===== config.mk =====
export PLATFORM = sky130hd
export DESIGN_NAME = blackjack_turn_controller
export DESIGN_NICKNAME = d
export VERILOG_FILES = /design/src/rtl/blackjack_turn_controller.sv
export SDC_FILE = /design/constraint.sdc
export NUM_CORES = 1
export LEC_CHECK = 0
export ABC_AREA = 0
export CAP_MARGIN = 10
export CELL_PAD_IN_SITES_DETAIL_PLACEMENT = 0
export CELL_PAD_IN_SITES_GLOBAL_PLACEMENT = 1
export CORE_ASPECT_RATIO = 1.75
export CORE_UTILIZATION = 42
export CTS_BUF_LIST = sky130_fd_sc_hd__clkbuf_4 sky130_fd_sc_hd__clkbuf_8
export DETAILED_ROUTE_END_ITERATION = 8
export GPL_ROUTABILITY_DRIVEN = 0
export PLACE_DENSITY = 0.79
export SLEW_MARGIN = 30
export SYNTH_ARGS = -nofsm -noshare
export SYNTH_HDL_FRONTEND = slang
export SYNTH_SLANG_ARGS = --single-unit

===== constraint.sdc =====
create_clock -name inclk0 -period 4.4 [get_ports inclk0]
set_input_delay 0.66 -clock inclk0 [delete_from_list [all_inputs] [get_ports inclk0]]
set_output_delay 0.66 -clock inclk0 [all_outputs]
set_load 0.01 [all_outputs]

===== src/rtl/blackjack_turn_controller.sv =====
// -----------------------------------------------------------------------------
// blackjack_turn_controller
//
// Runs one round of blackjack between a player and a dealer. Cards are dealt
// P, D, P, D, then the player hits or stays from button pulses. The dealer then
// draws until it reaches DEALER_STAND, and the two totals are compared.
// A hit pulse in END starts the next round.
//
// Ports
//   inclk0        system clock, all state changes on the rising edge
//   i_Reset       synchronous active-high reset
//   i_HitDown     one-cycle hit pulse (already debounced / edge detected)
//   i_StayDown    one-cycle stay pulse (already debounced / edge detected)
//   o_CardReq     request a card from the card source
//   i_CardValid   card source presents a card on i_CardValue
//   i_CardValue   rank: 1 = ace, 2..10 pip, 11..13 face; 0 and 14..15 are invalid
//   o_PlayerHand  player total
//   o_DealerHand  dealer total
//   o_Hit_P/D     high while the player/dealer is drawing a card
//   o_Stay_P/D    player/dealer has finished drawing
//   o_Win/Lose/Tie  round result, valid only in END
// -----------------------------------------------------------------------------
module blackjack_turn_controller #(
    parameter int DEALER_STAND = 17,
    parameter int MAX_TOTAL    = 21
) (
    input  logic       inclk0,
    input  logic       i_Reset,
    input  logic       i_HitDown,
    input  logic       i_StayDown,
    output logic       o_CardReq,
    input  logic       i_CardValid,
    input  logic [3:0] i_CardValue,
    output logic [4:0] o_PlayerHand,
    output logic [4:0] o_DealerHand,
    output logic       o_Hit_P,
    output logic       o_Hit_D,
    output logic       o_Stay_P,
    output logic       o_Stay_D,
    output logic       o_Win,
    output logic       o_Lose,
    output logic       o_Tie
);

    typedef enum logic [3:0] {
        DEAL_P1,
        DEAL_D1,
        DEAL_P2,
        DEAL_D2,
        PLAYER_WAIT,
        PLAYER_DRAW,
        DEALER_CHECK,
        DEALER_DRAW,
        COMPARE,
        END
    } stateType;

    localparam int PLAYER = 0;
    localparam int DEALER = 1;

    // Sums are formed at 6 bits so that total + 11 never wraps.
    localparam logic [5:0] maxTotal6    = 6'(MAX_TOTAL);
    localparam logic [5:0] dealerStand6 = 6'(DEALER_STAND);

    stateType   stateReg, stateNext;
    logic [4:0] handReg  [2];
    logic [4:0] handNext [2];
    logic       softReg  [2];
    logic       softNext [2];
    logic       stayPReg, stayPNext;
    logic       stayDReg, stayDNext;
    logic       winReg, winNext;
    logic       loseReg, loseNext;
    logic       tieReg, tieNext;

    // Hand totals after adding the presented card, one adder per hand.
    logic [4:0] addTotal [2];
    logic       addSoft  [2];

    logic       reqState;
    logic       cardOk;
    logic       accept;

    assign reqState = (stateReg == DEAL_P1) || (stateReg == DEAL_D1) ||
                      (stateReg == DEAL_P2) || (stateReg == DEAL_D2) ||
                      (stateReg == PLAYER_DRAW) || (stateReg == DEALER_DRAW);

    // The request is masked during reset so a pending draw is dropped at once.
    assign o_CardReq = reqState & ~i_Reset;
    assign cardOk    = (i_CardValue != 4'd0) && (i_CardValue <= 4'd13);
    assign accept    = o_CardReq & i_CardValid & cardOk;

    generate
        for (genvar gi = 0; gi < 2; gi++) begin : g_hand
            logic [5:0] total6;
            logic [5:0] pips;
            logic [5:0] raw;
            logic       isAce;
            logic       aceHigh;
            logic       softRaw;
            logic [4:0] newTotal;
            logic       newSoft;

            always_comb begin
                total6  = {1'b0, handReg[gi]};
                isAce   = (i_CardValue == 4'd1);
                // Face cards count as 10; an ace's low value (1) falls out of pips.
                pips    = (i_CardValue >= 4'd10) ? 6'd10 : {2'b00, i_CardValue};
                aceHigh = isAce && ((total6 + 6'd11) <= maxTotal6);
                raw     = total6 + (aceHigh ? 6'd11 : pips);
                softRaw = softReg[gi] | aceHigh;
                // A soft hand that overflows demotes its 11-ace to 1 in the same update.
                if (softRaw && (raw > maxTotal6)) begin
                    newTotal = 5'(raw - 6'd10);
                    newSoft  = 1'b0;
                end else begin
                    newTotal = raw[4:0];
                    newSoft  = softRaw;
                end
            end

            assign addTotal[gi] = newTotal;
            assign addSoft[gi]  = newSoft;
        end
    endgenerate

    always_comb begin
        stateNext = stateReg;
        for (int i = 0; i < 2; i++) begin
            handNext[i] = handReg[i];
            softNext[i] = softReg[i];
        end
        stayPNext = stayPReg;
        stayDNext = stayDReg;
        winNext   = winReg;
        loseNext  = loseReg;
        tieNext   = tieReg;

        case (stateReg)
            DEAL_P1: begin
                if (accept) begin
                    handNext[PLAYER] = addTotal[PLAYER];
                    softNext[PLAYER] = addSoft[PLAYER];
                    stateNext        = DEAL_D1;
                end
            end
            DEAL_D1: begin
                if (accept) begin
                    handNext[DEALER] = addTotal[DEALER];
                    softNext[DEALER] = addSoft[DEALER];
                    stateNext        = DEAL_P2;
                end
            end
            DEAL_P2: begin
                if (accept) begin
                    handNext[PLAYER] = addTotal[PLAYER];
                    softNext[PLAYER] = addSoft[PLAYER];
                    stateNext        = DEAL_D2;
                end
            end
            DEAL_D2: begin
                if (accept) begin
                    handNext[DEALER] = addTotal[DEALER];
                    softNext[DEALER] = addSoft[DEALER];
                    // A two-card MAX_TOTAL is a natural: the player stands automatically.
                    if ({1'b0, handReg[PLAYER]} == maxTotal6) begin
                        stayPNext = 1'b1;
                        stateNext = DEALER_CHECK;
                    end else begin
                        stateNext = PLAYER_WAIT;
                    end
                end
            end
            PLAYER_WAIT: begin
                // Stay wins over a simultaneous hit.
                if (i_StayDown) begin
                    stayPNext = 1'b1;
                    stateNext = DEALER_CHECK;
                end else if (i_HitDown) begin
                    stateNext = PLAYER_DRAW;
                end
            end
            PLAYER_DRAW: begin
                if (accept) begin
                    handNext[PLAYER] = addTotal[PLAYER];
                    softNext[PLAYER] = addSoft[PLAYER];
                    if ({1'b0, addTotal[PLAYER]} > maxTotal6) begin
                        stateNext = COMPARE;
                    end else if ({1'b0, addTotal[PLAYER]} == maxTotal6) begin
                        stayPNext = 1'b1;
                        stateNext = DEALER_CHECK;
                    end else begin
                        stateNext = PLAYER_WAIT;
                    end
                end
            end
            DEALER_CHECK: begin
                if ({1'b0, handReg[DEALER]} < dealerStand6) begin
                    stateNext = DEALER_DRAW;
                end else begin
                    stayDNext = 1'b1;
                    stateNext = COMPARE;
                end
            end
            DEALER_DRAW: begin
                if (accept) begin
                    handNext[DEALER] = addTotal[DEALER];
                    softNext[DEALER] = addSoft[DEALER];
                    stateNext        = DEALER_CHECK;
                end
            end
            COMPARE: begin
                // A player bust loses even if the dealer's hand would also bust.
                if ({1'b0, handReg[PLAYER]} > maxTotal6) begin
                    loseNext = 1'b1;
                end else if ({1'b0, handReg[DEALER]} > maxTotal6) begin
                    winNext = 1'b1;
                end else if (handReg[PLAYER] > handReg[DEALER]) begin
                    winNext = 1'b1;
                end else if (handReg[PLAYER] < handReg[DEALER]) begin
                    loseNext = 1'b1;
                end else begin
                    tieNext = 1'b1;
                end
                stateNext = END;
            end
            END: begin
                if (i_HitDown) begin
                    for (int i = 0; i < 2; i++) begin
                        handNext[i] = 5'd0;
                        softNext[i] = 1'b0;
                    end
                    stayPNext = 1'b0;
                    stayDNext = 1'b0;
                    winNext   = 1'b0;
                    loseNext  = 1'b0;
                    tieNext   = 1'b0;
                    stateNext = DEAL_P1;
                end
            end
            default: begin
                stateNext = DEAL_P1;
            end
        endcase
    end

    always_ff @(posedge inclk0) begin
        if (i_Reset) begin
            stateReg <= DEAL_P1;
            for (int i = 0; i < 2; i++) begin
                handReg[i] <= 5'd0;
                softReg[i] <= 1'b0;
            end
            stayPReg <= 1'b0;
            stayDReg <= 1'b0;
            winReg   <= 1'b0;
            loseReg  <= 1'b0;
            tieReg   <= 1'b0;
        end else begin
            stateReg <= stateNext;
            for (int i = 0; i < 2; i++) begin
                handReg[i] <= handNext[i];
                softReg[i] <= softNext[i];
            end
            stayPReg <= stayPNext;
            stayDReg <= stayDNext;
            winReg   <= winNext;
            loseReg  <= loseNext;
            tieReg   <= tieNext;
        end
    end

    assign o_PlayerHand = handReg[PLAYER];
    assign o_DealerHand = handReg[DEALER];
    assign o_Hit_P      = (stateReg == PLAYER_DRAW);
    assign o_Hit_D      = (stateReg == DEALER_DRAW);
    assign o_Stay_P     = stayPReg;
    assign o_Stay_D     = stayDReg;
    assign o_Win        = winReg;
    assign o_Lose       = loseReg;
    assign o_Tie        = tieReg;

endmodule


==> flow_metrics.tcl, run 1 <==
set metrics [dict create \
    grt-ovfl-total 0 \
    rsz0062_at_grt "no" \
    end_kind "flop" \
    yosys_warnings 0 \
    ant_nets 0 \
    finalCritPeriodShare 0.925 \
    period_minus_slack_ns 4.07 \
    hold_buffers 0 \
    syn_to_final_growth_pct 18.4 \
    hold_start "softReg[0][1]" \
    grt.total_usage 0.242 \
    antenna_found_initial 0 \
    r2r_start "handReg[0][1]" \
    die_w_um 56.0 \
    powerDensity_nw_per_um2 226 \
    num_rows 34 \
    dieArea_um2 5400 \
    grt_pass1_wl_um 10400 \
    maxSlewHeadroom 0.392 \
    cts_setup_buffers 0 \
    finalPower_mw 0.573 \
    io_buffers 26 \
    synth_area_per_cell_um2 7.31 \
    power.leakage_nw 0.962 \
    post_drt_wl_per_cell_um 16.8 \
    ys_ff_latch 21 \
    setup_viol 0 \
    layout_common_cells "31 x nor2_1, 26 x clkdlybuf4s50_1, 22 x inv_1, 22 x nand2_1" \
    clock_latency_ns 0.26 \
    coreArea_um2 4930 \
    setup_tns_ns 0 \
    max_stage_delay_ns 0.58 \
    firstDrtPassIters 4 \
    hold_path_class "flop to flop" \
    cts_buffers 3 \
    cts.sinks 21 \
    cts_max_level 1 \
    drv_slew 0 \
    syn-cell-area_um2 2140 \
    dieHeight_um 96.4 \
    start_util 0.434 \
    worst_pin_slew_ns 0.907 \
    synth-edff-count 0 \
    maxCapViolations 0 \
    wirelength_um 6290 \
    cts_buffer_depth 2 \
    async_flop_share 0 \
    cts.clk_slew.worst_paths_ns 0.08 \
    skew_ns 0.00234 \
    drc 0 \
    avgViaCountPerCell 6.07 \
    hold-worst-slack_ns 0.474 \
    nNetsFinal 348 \
    critPathKind "primary input to flop" \
    status "complete, no violations" \
    ys_types 57 \
    cts_root_buf "clkbuf_8" \
    crit_fanout 5 \
    critPathLaunch "i_CardValue[1]" \
    dr.first_iter.drc_count 85 \
    hpwl_um 4950 \
    cp-start-kind "primary input" \
    crit_required_ns 4.59 \
    num_antenna_cells 0 \
    syn_nets 320 \
    synth_cells 293 \
    drive_gt1_frac 0.0750 \
    io_pins 27 \
    synth-seq-area-share 0.196 \
    tritoncts "done" \
    hold_viol_final 0 \
    irDropWorstVdd_mv 0.174 \
    grt_max_degree 26 \
    crit_arrival_ns 4.26 \
    grt_pass1_vias 2083 \
    layout_commonest_cell "nor2_1" \
    cp_cell_sequence "clkdlybuf4s50_1 -> or4b_4 -> a211oi_4 -> nand2b_1 -> inv_1 -> fa_1 -> xor2_1 -> ha_1 -> or4_4 -> a31oi_1 -> o2111ai_1 -> a21oi_1" \
    post_cts_resized 0 \
    vias 2270 \
    synth_flop_cell "dfxtp_1" \
    timing.fmax_mhz 246 \
    cpMaxStageDelayCell "or4b_4" \
]
==> critical path: cells and delay by family <==
kind	cells	cell delay (ns)
buffers and inverters	2	0.53
XOR/XNOR	1	0.20
AO/OA/AOI/OAI	4	0.90
adder cells (fa/ha/maj)	2	0.69
AND/OR/NAND/NOR	3	1.26
==> final cells by class <==
type	instances	area (um^2)
clock buffer	3	41.3
clock inverter	1	5.00
fill	537	2400
inverter	22	82.6
multi-input combinational	239	1600
sequential	21	420
tap	54	67.6
timing repair buffer	34	320
==> routing by layer <==
layer	up-vias	wire (um)	GRT usage
met3	10	135	0.0226
met5	-	0	0
met1	1087	2610	0.282
met4	0	106	0.0630
met2	41	3440	0.467
li1	1132	-	-
==> path summary, 6_finish.rpt <==
path	endpoint	slack [ns]	depth (start not counted)
min reg2reg	softReg[0][1]	0.47	2
max reg2reg	stateReg[1]	1.13	11
min	softReg[0][1]	0.47	2
max	stateReg[1]	0.33	12
==> state kept, by name, indices dropped and copies added, names as in the netlist <==
name      flops
handReg      10
o_Win         1
o_Stay_D      1
o_Lose        1
softReg       2
o_Tie         1
o_Stay_P      1
stateReg      4
==> power breakdown <==
part | leakage, nW | switching (mW) | total (mW) | internal (mW)
clock | 0.0255 | 0.0643 | 0.127 | 0.0631
combinational | 0.766 | 0.125 | 0.229 | 0.104
sequential | 0.170 | 0.0202 | 0.217 | 0.197
==> synth_stat cells (3+ instances only) <==
cell type,n,share of area
o221ai_1,3,0.012
xor2_1,3,0.012
nand2b_1,6,0.018
nor2b_1,8,0.023
or4_1,3,0.011
nand3_1,6,0.014
a32o_1,3,0.014
a22oi_1,5,0.018
o211ai_1,4,0.014
xnor2_1,5,0.020
a21oi_1,20,0.047
and3_1,3,0.0088
inv_1,22,0.039
clkbuf_1,9,0.016
dfxtp_1,21,0.20
and2_1,3,0.0088
nor2_1,31,0.054
nor3_1,6,0.014
ha_1,16,0.094
a21o_1,7,0.025
o21a_1,8,0.028
nand4_1,3,0.0088
nand2_1,22,0.039
or2_2,4,0.012
o21ai_0,21,0.049
nor4_1,4,0.012
a31oi_1,5,0.015
a211oi_1,8,0.028
==> through the flow <==
step | util | setup WS (ns) | instances | area [um^2]
4_1_cts | 0.513 | 0.384 | 374 | 2530
3_5_place_dp | 0.504 | 0.128 | 370 | 2490
5_1_grt | 0.513 | 0.121 | 374 | 2530
3_3_place_gp | 0.504 | 0.211 | 370 | 2490
6_report | 0.513 | 0.330 | 374 | 2530
2_1_floorplan | - | 0.631 | 293 | 2140
==> kinds of logic after synthesis <==
family,count (synthesis),synth area share
flops,21,0.196
xor+xnor,8,0.0327
mux,1,0.00468
buf+inv,33,0.0579
simple gates,109,0.261
fa+ha+maj,18,0.112
compound gates,103,0.335
Power figures use the tool's default switching activity.
==> run 2, diff against run 1 <==
--- a/config.mk
+++ b/config.mk
@@ -12,9 +12,11 @@
 export CORE_ASPECT_RATIO = 1.75
 export CORE_UTILIZATION = 42
 export CTS_BUF_LIST = sky130_fd_sc_hd__clkbuf_4 sky130_fd_sc_hd__clkbuf_8
+export CTS_CLUSTER_DIAMETER = 100
 export DETAILED_ROUTE_END_ITERATION = 8
 export GPL_ROUTABILITY_DRIVEN = 0
 export PLACE_DENSITY = 0.79
+export SKIP_LAST_GASP = 1
 export SLEW_MARGIN = 30
 export SYNTH_ARGS = -nofsm -noshare
 export SYNTH_HDL_FRONTEND = slang
==> results of run 2 <==
The final DEF is identical to that of run 1; final timing and power are the same.
